$ cat config.mk
export PLATFORM = sky130hd
export DESIGN_NAME = lab1a_mux_arbiter
export DESIGN_NICKNAME = d
export VERILOG_FILES = /design/src/rtl/lab1a_pkg.sv /design/src/rtl/lab1a_part1.sv /design/src/rtl/lab1a_mux_arbiter.sv
export SDC_FILE = /design/constraint.sdc
export NUM_CORES = 1
export LEC_CHECK = 0
export ABC_AREA = 1
export BUFFER_PORTS_ARGS = -buffer_cell sky130_fd_sc_hd__buf_2
export CORE_MARGIN = 2
export CORE_UTILIZATION = 35
export CTS_BUF_LIST = sky130_fd_sc_hd__clkbuf_8
export DETAILED_ROUTE_END_ITERATION = 8
export HOLD_SLACK_MARGIN = 0.1
export SYNTH_ARGS = -nofsm -noshare
export SYNTH_HDL_FRONTEND = slang
export SYNTH_SLANG_ARGS = --single-unit
$ cat constraint.sdc
create_clock -name clk -period 2 [get_ports clk]
set_clock_uncertainty 0.2 [all_clocks]
set_input_delay 0.2 -clock clk [delete_from_list [all_inputs] [get_ports clk]]
set_output_delay 0.2 -clock clk [all_outputs]
set_load 0.005 [all_outputs]
$ cat src/rtl/lab1a_pkg.sv
// Shared definitions for the lab1a round-robin mux arbiter.
package lab1a_pkg;

    localparam int unsigned WIDTH_DEF     = 8;
    localparam int unsigned MAX_BURST_DEF = 4;
    localparam int unsigned CNT_W_DEF     = 16;

    // Arbiter state encoding; value 3 is unused and recovers to idle.
    typedef enum logic [1:0] {
        ST_IDLE  = 2'd0,
        ST_SEL_X = 2'd1,
        ST_SEL_Y = 2'd2
    } state_e;

    // Bits needed to count 0..max_burst inclusive.
    function automatic int unsigned burst_w(input int unsigned max_burst);
        return $clog2(max_burst + 1);
    endfunction

    localparam int unsigned BURST_W_DEF = burst_w(MAX_BURST_DEF);

endpackage

$ cat src/rtl/lab1a_part1.sv
// Existing 2-to-1 byte mux: m = x when s=0, y when s=1.
module lab1a_part1 #(
    parameter int unsigned WIDTH = 8
) (
    input  logic [WIDTH-1:0] x,
    input  logic [WIDTH-1:0] y,
    input  logic             s,
    output logic [WIDTH-1:0] m
);

    // Pure select, no state.
    always_comb begin
        m = s ? y : x;
    end

endmodule

$ cat src/rtl/lab1a_mux_arbiter.sv
// Round-robin arbiter sharing the lab1a_part1 mux between requesters X and Y.
// Grants are held for up to MAX_BURST transfers, then handed over if the
// other side is waiting. Data path is the mux only; this module is control.
module lab1a_mux_arbiter
    import lab1a_pkg::*;
#(
    parameter int unsigned WIDTH     = WIDTH_DEF,
    parameter int unsigned MAX_BURST = MAX_BURST_DEF,
    parameter int unsigned CNT_W     = CNT_W_DEF
) (
    input  logic             clk,
    input  logic             rst_n,
    input  logic             x_valid,
    input  logic [WIDTH-1:0] x_data,
    output logic             x_ready,
    input  logic             y_valid,
    input  logic [WIDTH-1:0] y_data,
    output logic             y_ready,
    output logic [WIDTH-1:0] m,
    output logic             m_valid,
    input  logic             m_ready,
    output logic             s,
    output logic [CNT_W-1:0] x_count,
    output logic [CNT_W-1:0] y_count
);

    localparam int unsigned BURST_W = burst_w(MAX_BURST);

    state_e             state_q, state_d;
    logic               s_q, s_d;
    logic               ptr_q, ptr_d;      // 0: X has priority, 1: Y has priority
    logic [BURST_W-1:0] burst_q, burst_d;
    logic [CNT_W-1:0]   x_count_q, x_count_d;
    logic [CNT_W-1:0]   y_count_q, y_count_d;

    logic               xfer_x, xfer_y;
    logic [BURST_W-1:0] burst_inc;

    assign xfer_x    = (state_q == ST_SEL_X) && x_valid && m_ready;
    assign xfer_y    = (state_q == ST_SEL_Y) && y_valid && m_ready;
    assign burst_inc = burst_q + BURST_W'(1);

    // State, select, pointer, burst and transfer counter registers.
    always_ff @(posedge clk or negedge rst_n) begin
        if (!rst_n) begin
            state_q   <= ST_IDLE;
            s_q       <= 1'b0;
            ptr_q     <= 1'b0;
            burst_q   <= '0;
            x_count_q <= '0;
            y_count_q <= '0;
        end else begin
            state_q   <= state_d;
            s_q       <= s_d;
            ptr_q     <= ptr_d;
            burst_q   <= burst_d;
            x_count_q <= x_count_d;
            y_count_q <= y_count_d;
        end
    end

    // Next-state: grant selection, end-of-grant handover, burst counting.
    always_comb begin
        state_d   = state_q;
        ptr_d     = ptr_q;
        burst_d   = burst_q;
        x_count_d = x_count_q + CNT_W'(xfer_x);
        y_count_d = y_count_q + CNT_W'(xfer_y);
        case (state_q)
            ST_IDLE: begin
                if (x_valid && (!y_valid || !ptr_q)) begin
                    state_d = ST_SEL_X;
                end else if (y_valid) begin
                    state_d = ST_SEL_Y;
                end
            end
            ST_SEL_X: begin
                if (xfer_x) begin
                    burst_d = burst_inc;
                end
                if ((xfer_x && (burst_inc == BURST_W'(MAX_BURST))) || !x_valid) begin
                    ptr_d   = 1'b1;
                    burst_d = '0;
                    state_d = y_valid ? ST_SEL_Y : (x_valid ? ST_SEL_X : ST_IDLE);
                end
            end
            ST_SEL_Y: begin
                if (xfer_y) begin
                    burst_d = burst_inc;
                end
                if ((xfer_y && (burst_inc == BURST_W'(MAX_BURST))) || !y_valid) begin
                    ptr_d   = 1'b0;
                    burst_d = '0;
                    state_d = x_valid ? ST_SEL_X : (y_valid ? ST_SEL_Y : ST_IDLE);
                end
            end
            default: begin
                state_d = ST_IDLE;
                burst_d = '0;
            end
        endcase
        s_d = (state_d == ST_SEL_Y);
    end

    // Handshake outputs: the granted side sees the consumer's ready.
    always_comb begin
        m_valid = 1'b0;
        x_ready = 1'b0;
        y_ready = 1'b0;
        case (state_q)
            ST_SEL_X: begin
                m_valid = x_valid;
                x_ready = m_ready;
            end
            ST_SEL_Y: begin
                m_valid = y_valid;
                y_ready = m_ready;
            end
            default: ;
        endcase
    end

    assign s       = s_q;
    assign x_count = x_count_q;
    assign y_count = y_count_q;

    // Data path: the shared byte mux driven by the registered select.
    lab1a_part1 #(
        .WIDTH(WIDTH)
    ) u_mux (
        .x(x_data),
        .y(y_data),
        .s(s_q),
        .m(m)
    );

endmodule

# Word level (Yosys, flattened, before mapping)

Cells that the tools add are included.

Flip-flop bits (word level): 39
Output and inout bits: 44
Input port bits: 21

Eq/ne operators: 8
Bitwise logic cells: 1
$add $sub $neg: 3
Reductions and logical operators: 17
Muxes and demuxes: 21

Operators by type and width:

| cell                                                  | number |
|---|---|
| adder 16 x 1 -> 16 bit                                | 2 |
| two-way mux 2 bit                                     | 7 |
| two-way mux 3 bit                                     | 4 |
| case mux 3 bit (3 select lines)                       | 1 |
| two-way mux 8 bit                                     | 1 |
| logical AND 1 bit                                     | 7 |
| inequality test 3 x 2 -> 1 bit, second input constant | 2 |
| case mux 2 bit (3 select lines)                       | 1 |
| AND reduction 3 bit                                   | 2 |
| two-way mux 1 bit                                     | 5 |
| == test 2 bit, second input constant                  | 2 |
| inequality test 2 x 1 -> 1 bit, second input constant | 2 |
| case mux 1 bit (2 select lines)                       | 2 |
| adder 3 x 1 -> 3 bit, second input constant           | 1 |
| == test 3 bit, second input constant                  | 1 |
| logical NOT 1 bit                                     | 3 |
| logical OR 1 bit                                      | 3 |
| == test 2 x 1 -> 1 bit, second input constant         | 1 |
| logical NOT 2 bit                                     | 1 |
| nonzero test 2 bit                                    | 1 |
| inverter 1 bit                                        | 1 |

# Depth between registers and ports, before layout

Gate-level depths: netlist of the first run.

Word-level depth: 8
Gate-level depth with buffers: 11
Depth with buffers taken out: 11

# Cells and area by module

A second synthesis of the first run with hierarchy kept.

Cells, all modules: 243
Area total of the unflattened synthesis: 2153.3 um^2

Modules (own cells, without submodules):

| module            | cells each | times used | sequential area each (um^2) | area an instance (um^2) |
|---|---|---|---|---|
| lab1a_mux_arbiter | 217        | 1          | 975.9                       | 2048.2 |
| lab1a_part1       | 26         | 1          | 0.0                         | 105.1 |

# Worst setup path before layout of the first run

OpenSTA, ideal clock, no wires.

Path type: reg2reg
Start: reg state_q[0]
End: reg y_count_q[14] (netlist: y_count[14])
Path slack: -137 ps
Cell stages (with the launch flop): 12
Setup time: 79 ps
Path buffers: 1
Data required time: 1721 ps
Arrival: 1857 ps
Path through: dfrtp_1 > inv_1 > ha_1 > nand2_1 > nor2_1 > ha_1 > ha_1 > and3_1 > buf_4 > nand3_1 > nor2_1 > xor2_1

Longest elaborated chain between the ends: 4

Ends and longest elaborated chain:

| what                            | RTL line                | RTL |
|---|---|---|
| start: declaration              | lab1a_mux_arbiter.sv:29 | `state_e state_q, state_d;` |
| start signal: assignment        | lab1a_mux_arbiter.sv:53 | `state_q <= state_d;` |
| == test 2 bit                   | lab1a_mux_arbiter.sv:40 | `assign xfer_y = (state_q == ST_SEL_Y) && y_valid && m_ready;` |
| logical AND 1 bit (2 in series) | lab1a_mux_arbiter.sv:40 |  |
| adder 16 x 1 -> 16 bit          | lab1a_mux_arbiter.sv:68 | `y_count_d = y_count_q + CNT_W'(xfer_y);` |
| via y_count_d[14]               | lab1a_mux_arbiter.sv:34 | `logic [CNT_W-1:0] y_count_q, y_count_d;` |
| end signal: assignment          | lab1a_mux_arbiter.sv:58 | `y_count_q <= y_count_d;` |
| end: declaration                | lab1a_mux_arbiter.sv:34 |  |

The timed path passes the listed nets, and every way through them passes these cells.
A chain may end at the register's enable or synchronous reset.

# Worst setup path after layout of the first run

Same ends and word-level chain as after synthesis.

==> results of run 1 <==
critical path, cell delays in order (launching register included):
cell and delay, ns:
sky130_fd_sc_hd__dfrtp_1 0.42, sky130_fd_sc_hd__inv_2 0.09, sky130_fd_sc_hd__ha_4 0.15, sky130_fd_sc_hd__nand2_4 0.05, sky130_fd_sc_hd__nor2_4 0.12, sky130_fd_sc_hd__ha_4 0.16, sky130_fd_sc_hd__ha_2 0.17, sky130_fd_sc_hd__and3_4 0.21
sky130_fd_sc_hd__nand3_2 0.08, sky130_fd_sc_hd__nor2_2 0.10, sky130_fd_sc_hd__xor2_1 0.14
cell families (layout without fill, tap and decap cells):
logic type	count (synthesis)	after routing
and+or+nand+nor	105	105
buffers and inverters	24	115
xor gates and xnor gates	27	27
muxes	8	8
adders and majority gates	10	10
AOI/OAI and AO/OA	8	8
DFF	39	39
cell usage in the layout (no fill, tap or decap), drive strengths merged:
cell	synthesis	routed
mux2	8	8
nand3	27	27
dfrtp	39	39
xnor2	17	17
buf	3	86
dlygate4sd3	0	1
o22ai	2	2
xor2	10	10
clkbuf	1	5
o21ai	4	4
o211ai	1	1
nand2	44	44
ha	10	10
clkinv	0	2
inv	20	20
and3	1	1
and2	1	1
nand4	5	5
a21oi	1	1
nor3	1	1
nand3b	3	3
nor2	23	23
bufinv	0	1
path summary, 6_finish.rpt:
| kind | startpoint | endpoint | slack, ns | cells past startpoint |
|---|---|---|---|---|
| min in group asynchronous | rst_n | burst_q[0] | 0.20 | 2 |
| max in group asynchronous | rst_n | y_count[8] | 0.87 | 3 |
| min | y_valid | y_count[0] | 0.18 | 4 |
| max reg2reg | state_q[0] | y_count[14] | 0.03 | 10 |
| min reg2reg | x_count[15] | x_count[15] | 0.27 | 1 |
| max | state_q[0] | y_count[14] | 0.03 | 10 |
report_power, final:
group / switching, mW / internal (mW) / leakage (nW)
logic: 0.398 / 0.437 / 0.896
clock network: 0.282 / 0.371 / 0.0581
registers: 0.141 / 0.902 / 0.527
sequential cells by signal, indices dropped and copies added, names as in the netlist:
signal   count
s            1
state_q      2
burst_q      3
y_count     16
ptr_q        1
x_count     16
area by class of cell:
| cell class | count | area (um^2) | area share (%) |
|---|---|---|---|
| Clock buffer | 5 | 68.8 | 2.40 |
| Clock inverter | 3 | 43.8 | 1.53 |
| Inverter | 20 | 75.1 | 2.62 |
| Multi-Input combinational cell | 158 | 1120 | 39.0 |
| Sequential cell | 39 | 977 | 34.1 |
| Tap cell | 72 | 90.1 | 3.14 |
| Timing Repair Buffer | 87 | 495 | 17.3 |
Yosys cell counts:
library cell	n
sky130_fd_sc_hd__o22ai_1	2
sky130_fd_sc_hd__and3_1	1
sky130_fd_sc_hd__nand3b_1	3
sky130_fd_sc_hd__o211ai_1	1
sky130_fd_sc_hd__nor3_4	1
sky130_fd_sc_hd__ha_1	10
sky130_fd_sc_hd__dfrtp_1	39
sky130_fd_sc_hd__buf_4	1
sky130_fd_sc_hd__nand4_1	5
sky130_fd_sc_hd__xor2_1	10
sky130_fd_sc_hd__o21ai_1	1
sky130_fd_sc_hd__inv_1	20
sky130_fd_sc_hd__a21oi_2	1
sky130_fd_sc_hd__nand3_1	26
sky130_fd_sc_hd__nor2_1	23
sky130_fd_sc_hd__mux2_2	8
sky130_fd_sc_hd__clkbuf_1	1
sky130_fd_sc_hd__nand2_1	44
sky130_fd_sc_hd__buf_2	2
sky130_fd_sc_hd__o21ai_0	3
sky130_fd_sc_hd__xnor2_1	17
sky130_fd_sc_hd__and2_1	1
sky130_fd_sc_hd__nand3_2	1
metrics by stage:
| step | hold slack (ns) | TNS (ns) |
|---|---|---|
| global placement | -0.0124 | 0 |
| global route | 0.184 | -0.316 |
| floorplan | -0.296 | -0.00818 |
| CTS | 0.107 | 0 |
| detailed placement | -0.00823 | 0 |
| finish | 0.179 | 0 |
metal layers:
metal	up-vias	wire length, um
met5	-	0
met1	844	2110
li1	895	-
met3	4	229
met2	55	2350
met4	0	46
repair_timing:
item	4_1_cts	5_1_grt
resized for setup	3	28
buffers inserted	0	3
hold buffers	1	0
pin swaps	1	8
hold endpoints to repair	39	0
endpoints found under the setup margin	3	21
==> results.json, run 1 <==
{
  "number_of_flip_flops_and_latches_in_the_synthesized_netlist": 39,
  "synth.avg_cell_area_um2": 9.26,
  "first_pass_iters": 4,
  "netlist.top_cell.by_area": "sky130_fd_sc_hd__dfrtp_1",
  "netlist_instances": 221,
  "route.detailed.vias_per_inst": 4.68,
  "final_period_minus_worst_setup_slack_ns": 1.97,
  "synthAdderAreaFrac_pct": 6.11,
  "timing.critical_path.from_type": "flop",
  "critical_path_peak_fanout": 5,
  "criticalPathCategory": "flop to flop",
  "muxShareOfSynthArea_pct": 4.40,
  "vdd_drop_max_mv": 0.532,
  "finalHoldViolCount": 0,
  "grt_start_max_net_pins": 21,
  "critical_path_arrival_ns": 1.99,
  "gr-usage-met2_pct": 24.0,
  "synth_warnings": 0,
  "num_io_pins": 65,
  "setup_viol": 0,
  "syn_area_um2": 2050,
  "fillerInstances": 529,
  "fin_nets": 342,
  "clkLatencyLatePin_ns": 0.29,
  "result_of_the_run": "finished, final reports clean",
  "synthSimpleGateAreaFrac_pct": 23.2,
  "hpwl_reported_at_the_end_of_detailed_placement_um": 3560,
  "drt-initial-drc-count": 65,
  "grt_setup_unrepaired": "true",
  "period_share_pct": 98.7,
  "core_area_um2": 5570,
  "largest_family_of_logic_cells_by_synthesized_area": "simple AND/OR/NAND/NOR gates",
  "syn-num-nets": 252,
  "numCtsBuffers": 5,
  "die_height_um": 80.5,
  "wl_per_cell_um": 12.3,
  "cellLeakagePower_nw": 1.48,
  "initial_cell_density_of_the_core_pct": 36.7,
  "post-synth-top-area-fraction_pct": 47.7,
  "synth_xor_xnor_area_share_pct": 11.6,
  "drt.antenna.violating_nets": 0,
  "final_global_route_overflow_total": 0,
  "dp.cells": 372,
  "placed_cell_area_um2": 2600,
  "synth_sequential_area_ratio_pct": 47.7,
  "buffers_added_on_ports": 64,
  "compound_gate_portion_of_the_synthesized_area_pct": 2.38,
  "via_count_of_the_first_global_routing_pass": 1623,
  "layout_cell_share_with_drive_strength_beyond_1_pct": 42.9,
  "cts.path.max_buffers": 2,
  "grt_util_all_layers_pct": 14.4,
  "final_area_um2": 2870,
  "grt_pass1_wl_um": 7350,
  "timing.max_slew.rel_slack_pct": 68.3,
  "fmaxAchievable_ghz": 0.507,
  "vias": 1798,
  "netlist_top_cells_area": "sky130_fd_sc_hd__dfrtp_1 (48%), sky130_fd_sc_hd__nand2_1 (8.1%), sky130_fd_sc_hd__xnor2_1 (7.3%), sky130_fd_sc_hd__nand3_1 (6.4%), sky130_fd_sc_hd__ha_1 (6.1%)",
  "grt_util_met3_pct": 2.47,
  "finalNonFillerCells": 384,
  "htree_num_levels": 2,
  "ys_types": 23,
  "holdCritPathClass": "primary input to flop",
  "numClockSinks": 39,
  "die_area_um2": 6480,
  "maxCapViolations": 0,
  "diodes": 0,
  "gr-usage-met1_pct": 18.9,
  "core.rowCount": 27,
  "place_congestion": 0.881,
  "drcViolationCount": 0,
  "power_per_cell_area_nw_per_um2": 883,
  "worst_slew_pin_slew_ns": 0.475,
  "worstSetupEndpointType": "flop",
  "area_growth_syn_to_layout_pct": 40.1,
  "cts_tree": "done",
  "grt_most_used_layer": "met2",
  "preCtsSetupSlack_ns": 0.00806,
  "post-route-util_pct": 51.4,
  "layout_setup_ws_ns": 0.0269,
  "die_w_um": 80.5,
  "grt_antenna_before_repair": 0,
  "critPathRequiredTime_ns": 2.01,
  "clock-root-buffer": "sky130_fd_sc_hd__clkbuf_8",
  "postRouteWirelength_um": 4730,
  "fin_total_pwr_mw": 2.53,
  "maxSlewViolCount": 0,
  "clkSlewWorstSetupHoldPaths_ns": 0.08
}
(Power assumes the default switching activity.)
==> inputs of run 2 (changes only) <==
--- a/config.mk
+++ b/config.mk
@@ -6,11 +6,12 @@
 export NUM_CORES = 1
 export LEC_CHECK = 0
 export ABC_AREA = 1
-export BUFFER_PORTS_ARGS = -buffer_cell sky130_fd_sc_hd__buf_2
 export CORE_MARGIN = 2
 export CORE_UTILIZATION = 35
 export CTS_BUF_LIST = sky130_fd_sc_hd__clkbuf_8
 export DETAILED_ROUTE_END_ITERATION = 8
+export DONT_BUFFER_PORTS = 1
+export GPL_ROUTABILITY_DRIVEN = 1
 export HOLD_SLACK_MARGIN = 0.1
 export SYNTH_ARGS = -nofsm -noshare
 export SYNTH_HDL_FRONTEND = slang
==> run 2 against run 1 <==
Against the previous run:
- maximum frequency increased by 0.84%
- cell count down 16%
- largest cell class unchanged
- critical path type unchanged
- hold slack got worse by 0.065 ns
- clock power down 10%
==> results.json, run 2 (synthesis gave the netlist of run 1 again) <==
{
  "layout_cell_share_with_drive_strength_beyond_1_pct": 23.8,
  "area_growth_syn_to_layout_pct": 26.0,
  "grt_pass1_wl_um": 7140,
  "die_area_um2": 6480,
  "cellLeakagePower_nw": 1.19,
  "setup_viol": 0,
  "layout_setup_ws_ns": 0.0432,
  "worstSetupEndpointType": "flop",
  "worst_slew_pin_slew_ns": 0.326,
  "timing.critical_path.from_type": "flop",
  "total_negative_slack_ns": 0,
  "result_of_the_run": "finished, final reports clean",
  "htree_num_levels": 2,
  "power_per_cell_area_nw_per_um2": 909,
  "finalNonFillerCells": 324,
  "initial_cell_density_of_the_core_pct": 36.7,
  "critical_path_peak_fanout": 3,
  "buffers_added_on_ports": 0,
  "grt_setup_unrepaired": "true",
  "postRouteWirelength_um": 4480,
  "grt_start_max_net_pins": 40,
  "grt_util_all_layers_pct": 14.3,
  "holdCritPathClass": "primary input to flop",
  "crit_path_max_incr_delay_ns": 0.54,
  "vdd_drop_max_mv": 0.462,
  "worst_path_dominant_cell_family": "buffers and inverters",
  "via_count_of_the_first_global_routing_pass": 1533,
  "clock-root-buffer": "sky130_fd_sc_hd__clkbuf_8",
  "critical-path-slowest-cell": "sky130_fd_sc_hd__dlygate4sd3_1",
  "fillerInstances": 534,
  "critical_path.cell_chain": "inv_2 -> ha_2 -> nand2_1 -> nor2_2 -> ha_4 -> dlygate4sd3_1",
  "route.detailed.vias_per_inst": 4.87,
  "timing.max_slew.rel_slack_pct": 78.3,
  "drt-initial-drc-count": 81,
  "hpwl_reported_at_the_end_of_detailed_placement_um": 3250,
  "criticalPathCategory": "flop to flop",
  "final_period_minus_worst_setup_slack_ns": 1.96,
  "dp.cells": 302,
  "numCtsBuffers": 5,
  "clkSlewWorstSetupHoldPaths_ns": 0.07,
  "first_pass_iters": 4,
  "maxCapViolations": 0,
  "layout.cells.most_common": "sky130_fd_sc_hd__nand2_1",
  "drcViolationCount": 0,
  "layout.cells.most_common_list": "sky130_fd_sc_hd__nand2_1 (42), sky130_fd_sc_hd__dfrtp_1 (38), sky130_fd_sc_hd__nand3_1 (22)",
  "path_buf_inv": 2,
  "diodes": 0,
  "num_io_pins": 65,
  "maxSlewViolCount": 0,
  "whs_ns": 0.114,
  "critPathRequiredTime_ns": 1.97,
  "drt.antenna.violating_nets": 0,
  "period_share_pct": 97.8,
  "vias": 1577,
  "cts_tree": "done",
  "critical_path_arrival_ns": 1.92,
  "grt_antenna_before_repair": 0,
  "finalHoldViolCount": 0,
  "preCtsSetupSlack_ns": -0.0709,
  "place_congestion": 0.860,
  "core.rowCount": 27,
  "placed_cell_area_um2": 2240,
  "die_w_um": 80.5,
  "fin_total_pwr_mw": 2.34,
  "wl_per_cell_um": 13.8,
  "post-route-util_pct": 46.3,
  "fmaxAchievable_ghz": 0.511,
  "clkLatencyLatePin_ns": 0.29,
  "die_height_um": 80.5,
  "final_global_route_overflow_total": 0,
  "numClockSinks": 39,
  "core_area_um2": 5570,
  "final_area_um2": 2580,
  "fin_nets": 282,
  "cts.path.max_buffers": 2
}
## run 2: cell count changes in the layout (fill, tap and decap cells not counted), moves of 2 or more
| cell | before | now |
|---|---|---|
| sky130_fd_sc_hd__clkbuf_8 | 5 | 7 |
| sky130_fd_sc_hd__nand2_1 | 39 | 42 |
| sky130_fd_sc_hd__nor2_1 | 16 | 18 |
| sky130_fd_sc_hd__buf_4 | 22 | 17 |
| sky130_fd_sc_hd__dlygate4sd3_1 | 1 | 8 |
| sky130_fd_sc_hd__buf_2 | 64 | 0 |
| sky130_fd_sc_hd__nand2_2 | 4 | 1 |
## run 2: path summary, 6_finish.rpt
| check | slack, ns | to | from | cells past startpoint |
|---|---|---|---|---|
| max | 0.04 | x_count[0] | state_q[1] | 6 |
| min | 0.11 | s | y_valid | 6 |
| max reg2reg | 0.04 | x_count[0] | state_q[1] | 6 |
| min reg2reg | 0.31 | y_count[15] | y_count[15] | 1 |
| max in group asynchronous | 1.23 | state_q[1] | rst_n | 2 |
| min in group asynchronous | 0.15 | y_count[14] | rst_n | 2 |
## run 2: routing by layer
layer / share of wire (%) / GRT usage [%] / vias up / wire length [um]
met4: 1.6 / 6.10 / 0 / 70
met2: 48 / 21.9 / 47 / 2160
li1: - / - / 777 / -
met5: 0 / 0 / - / 0
met1: 44 / 18.8 / 746 / 1950
met3: 6.5 / 4.16 / 7 / 293
## run 2: area by class of cell
type / instances / area, um^2 / area share, %
Sequential cell: 39 / 977 / 37.9
Clock buffer: 7 / 96.3 / 3.73
Clock inverter: 1 / 7.51 / 0.291
Timing Repair Buffer: 27 / 239 / 9.26
Tap cell: 72 / 90.1 / 3.49
Inverter: 20 / 75.1 / 2.91
Multi-Input combinational cell: 158 / 1090 / 42.4
## run 2: power by group
group	leakage, nW	switching, mW	internal [mW]
logic	0.613	0.337	0.356
registers	0.527	0.163	0.902
clock network	0.0505	0.274	0.314
total	1.19	0.773	1.57
## run 2: worst min-delay path, delay by kind of cell
family          cells  cell delay [ns]
simple gates        5             0.30
compound gates      1             0.07
## run 2: what timing repair did
action                                  CTS  global route
setup buffers                             2             3
pin swaps                                 1             9
gates resized for setup                   6            19
hold endpoints to repair                 47             0
endpoints found under the setup margin    8            23
hold buffers                              9             0
==> inputs of run 3 (changes only) <==
--- a/config.mk
+++ b/config.mk
@@ -15,4 +15,5 @@
 export HOLD_SLACK_MARGIN = 0.1
 export SYNTH_ARGS = -nofsm -noshare
 export SYNTH_HDL_FRONTEND = slang
+export SYNTH_HIERARCHICAL = 1
 export SYNTH_SLANG_ARGS = --single-unit
==> constraint.sdc (replaced) <==
create_clock -name clk -period 2 [get_ports clk]
set_clock_uncertainty 0.2 [all_clocks]
set_input_delay 0 -clock clk [delete_from_list [all_inputs] [get_ports clk]]
set_output_delay 0 -clock clk [all_outputs]
set_load 0.005 [all_outputs]
==> run 3 against run 2 <==
Against the previous run:
- the flow now finishes with violations (negative hold slack)
- maximum frequency rose by 0.66%
- sequential power is essentially flat
- utilization is 2.4 points higher
- critical path type unchanged
- synthesized area up 5.2%
- clock power rose by 17%
- cell count increased by 13%
- total power is 14% higher
- flip-flop and latch count unchanged
- critical path depth grew 5
- non-clock buffer count increased by 16
==> results.json, run 3 <==
{
  "initial_cell_density_of_the_core_pct": 36.4,
  "synth.avg_cell_area_um2": 8.86,
  "maxSlewViolCount": 0,
  "hpwl_reported_at_the_end_of_detailed_placement_um": 3240,
  "placed_cell_area_um2": 2340,
  "critPathRequiredTime_ns": 1.98,
  "post-synth-top-area-fraction_pct": 45.3,
  "postSynth.asyncResetShare_pct": 100,
  "buffers_added_on_ports": 0,
  "postRouteWirelength_um": 4820,
  "grt_util_all_layers_pct": 14.4,
  "power_frac_clock_pct": 25.5,
  "drt.antenna.violating_nets": 0,
  "syn-num-nets": 274,
  "layout.cells.most_common_list": "sky130_fd_sc_hd__nand2_1 (63), sky130_fd_sc_hd__dfrtp_1 (38), sky130_fd_sc_hd__dlygate4sd3_1 (22)",
  "vdd_drop_max_mv": 0.363,
  "criticalPathCategory": "flop to flop",
  "area_growth_syn_to_layout_pct": 33.8,
  "finalHoldViolCount": 10,
  "register_area_um2": 977,
  "multi_input_area_um2": 1190,
  "first_pass_iters": 4,
  "synth_sequential_area_ratio_pct": 45.3,
  "final_global_route_overflow_total": 0,
  "whs_ns": -0.282,
  "via_count_of_the_first_global_routing_pass": 1681,
  "timing.max_slew.rel_slack_pct": 78.4,
  "num_io_pins": 65,
  "cellLeakagePower_nw": 1.42,
  "period_share_pct": 97.2,
  "die_area_um2": 6800,
  "result_of_the_run": "complete, but fails checks",
  "maxCapViolations": 0,
  "worstSetupEndpointType": "flop",
  "netlist.top_cell.by_area": "sky130_fd_sc_hd__dfrtp_1",
  "number_of_flip_flops_and_latches_in_the_synthesized_netlist": 39,
  "failed_checks": "negative hold slack",
  "core_area_um2": 5920,
  "synth-edff-count": 0,
  "logic_gate_share_of_total_power_pct": 33.7,
  "yosys_most_used_dff": "sky130_fd_sc_hd__dfrtp_1",
  "power_per_cell_area_nw_per_um2": 930,
  "synth_warnings": 6,
  "grt_start_max_net_pins": 40,
  "wl_per_cell_um": 13.2,
  "fin_nets": 321,
  "total_negative_slack_ns": 0,
  "die_height_um": 82.4,
  "drcViolationCount": 0,
  "layout.cells.most_common": "sky130_fd_sc_hd__nand2_1",
  "switchingPower_uw": 908,
  "syn_area_um2": 2150,
  "netlist_instances": 243,
  "die_w_um": 82.4,
  "cts_tree": "done",
  "critical_path_arrival_ns": 1.92,
  "grt_pass1_wl_um": 7380,
  "cts.path.max_buffers": 2,
  "route.detailed.vias_per_inst": 4.70,
  "power_report.internal_total_mw": 1.77,
  "worst_slew_pin_slew_ns": 0.324,
  "fin_total_pwr_mw": 2.68,
  "layout_cell_share_with_drive_strength_beyond_1_pct": 26.1,
  "vias": 1719,
  "clock-root-buffer": "sky130_fd_sc_hd__clkbuf_8",
  "netlist_top_cells_area": "sky130_fd_sc_hd__dfrtp_1 (45%), sky130_fd_sc_hd__nand2_1 (12%), sky130_fd_sc_hd__ha_1 (5.8%), sky130_fd_sc_hd__xnor2_1 (5.7%), sky130_fd_sc_hd__nand3_1 (5.3%)",
  "diodes": 0,
  "dp.cells": 326,
  "holdCritPathClass": "primary input to flop",
  "post-synth-top-count-cell": "sky130_fd_sc_hd__nand2_1",
  "final_period_minus_worst_setup_slack_ns": 1.94,
  "timing.critical_path.from_type": "flop",
  "final_area_um2": 2880,
  "grt_antenna_before_repair": 0,
  "core.rowCount": 28,
  "critical_path_peak_fanout": 3,
  "power.sequential.fraction_pct": 40.8,
  "fillerInstances": 569,
  "grt_setup_unrepaired": "true",
  "fmaxAchievable_ghz": 0.514,
  "numCtsBuffers": 5,
  "htree_num_levels": 2,
  "synthTopCellsByCount": "sky130_fd_sc_hd__nand2_1 (66), sky130_fd_sc_hd__dfrtp_1 (39), sky130_fd_sc_hd__nand3_1 (23), sky130_fd_sc_hd__inv_1 (19)",
  "numClockSinks": 39,
  "place_congestion": 0.847,
  "clkLatencyLatePin_ns": 0.29,
  "finalNonFillerCells": 366,
  "setup_viol": 0,
  "clkSlewWorstSetupHoldPaths_ns": 0.08,
  "ys_types": 26,
  "p_sw_share_pct": 33.9,
  "drt-initial-drc-count": 61
}
==> run 3: per-layer routing <==
layer  track usage [%]  vias to the layer above  routed length [um]
met2              25.2                       57                2390
met5                 0                        -                   0
met3              4.24                        5                 314
li1                  -                      861                   -
met4              5.50                        0                  68
met1              16.4                      796                2040
==> run 3: timing repair <==
item | CTS | global route
pin swaps | 6 | 8
resized for setup | 6 | 22
endpoints found under the setup margin | 8 | 20
endpoints found under the hold margin | 61 | 14
hold buffers | 23 | 1
buffers inserted | 8 | 1
cloned | 0 | 0
==> run 3: worst max-delay path, stage by stage (launching register included) <==
cell	delay, ns
sky130_fd_sc_hd__dfrtp_2	0.44
sky130_fd_sc_hd__inv_2	0.09
sky130_fd_sc_hd__ha_4	0.15
sky130_fd_sc_hd__nand2_4	0.06
sky130_fd_sc_hd__nor2_2	0.12
sky130_fd_sc_hd__ha_2	0.21
sky130_fd_sc_hd__nand3_2	0.10
sky130_fd_sc_hd__inv_2	0.11
sky130_fd_sc_hd__nand2_4	0.07
sky130_fd_sc_hd__nor2_4	0.12
sky130_fd_sc_hd__nand2_2	0.06
sky130_fd_sc_hd__xnor2_1	0.12
==> run 3: worst paths after layout <==
kind	startpoint	endpoint	slack, ns	depth (start not counted)
max in group asynchronous	rst_n	state_q[1]	0.90	3
min in group asynchronous	rst_n	x_count[7]	0.49	3
worst max register to register	state_q[1]	x_count[13]	0.06	11
worst min-delay path	m_ready	burst_q[2]	-0.28	3
worst max-delay path	state_q[1]	x_count[13]	0.06	11
worst min register to register	burst_q[2]	burst_q[2]	0.29	2
==> run 3: layout make-up <==
cell class                      count  area share, %
Multi-Input combinational cell    175           41.4
Sequential cell                    39           33.9
Timing Repair Buffer               43           13.9
Inverter                           26           3.39
Tap cell                           75           3.26
Clock buffer                        6           2.87
Clock inverter                      2           1.22
==> run 3: stage by stage <==
step           utilization [%]  worst slack (ns)  hold slack (ns)
2_1_floorplan                -          -0.00399           -0.496
3_3_place_gp              39.5            0.0124           -0.495
3_5_place_dp              39.5            -0.103           -0.495
4_1_cts                   46.9           -0.0269           -0.295
5_1_grt                   48.7           -0.0774           -0.272
6_report                  48.7            0.0560           -0.282
==> run 3: cells by family after synthesis <==
| family | share of synthesized area [%] |
|---|---|
| DFF | 45.3 |
| adders and majority gates | 5.81 |
| AOI/OAI and AO/OA | 2.38 |
| and+or+nand+nor | 30.0 |
| buffers and inverters | 5.52 |
| xor gates and xnor gates | 11.0 |
==> run 3: power by group through the flow <==
| stage | sequential (mW) | combinational [mW] | clock (mW) |
|---|---|---|---|
| 2_1_floorplan | 1.04 | 0.528 | 0 |
| 3_3_place_gp | 1.09 | 0.638 | 0 |
| 3_5_place_dp | 1.09 | 0.651 | 0 |
| 4_1_cts | 1.08 | 0.846 | 0.712 |
| 5_1_grt | 1.12 | 1.03 | 0.732 |
| 6_report | 1.09 | 0.903 | 0.684 |
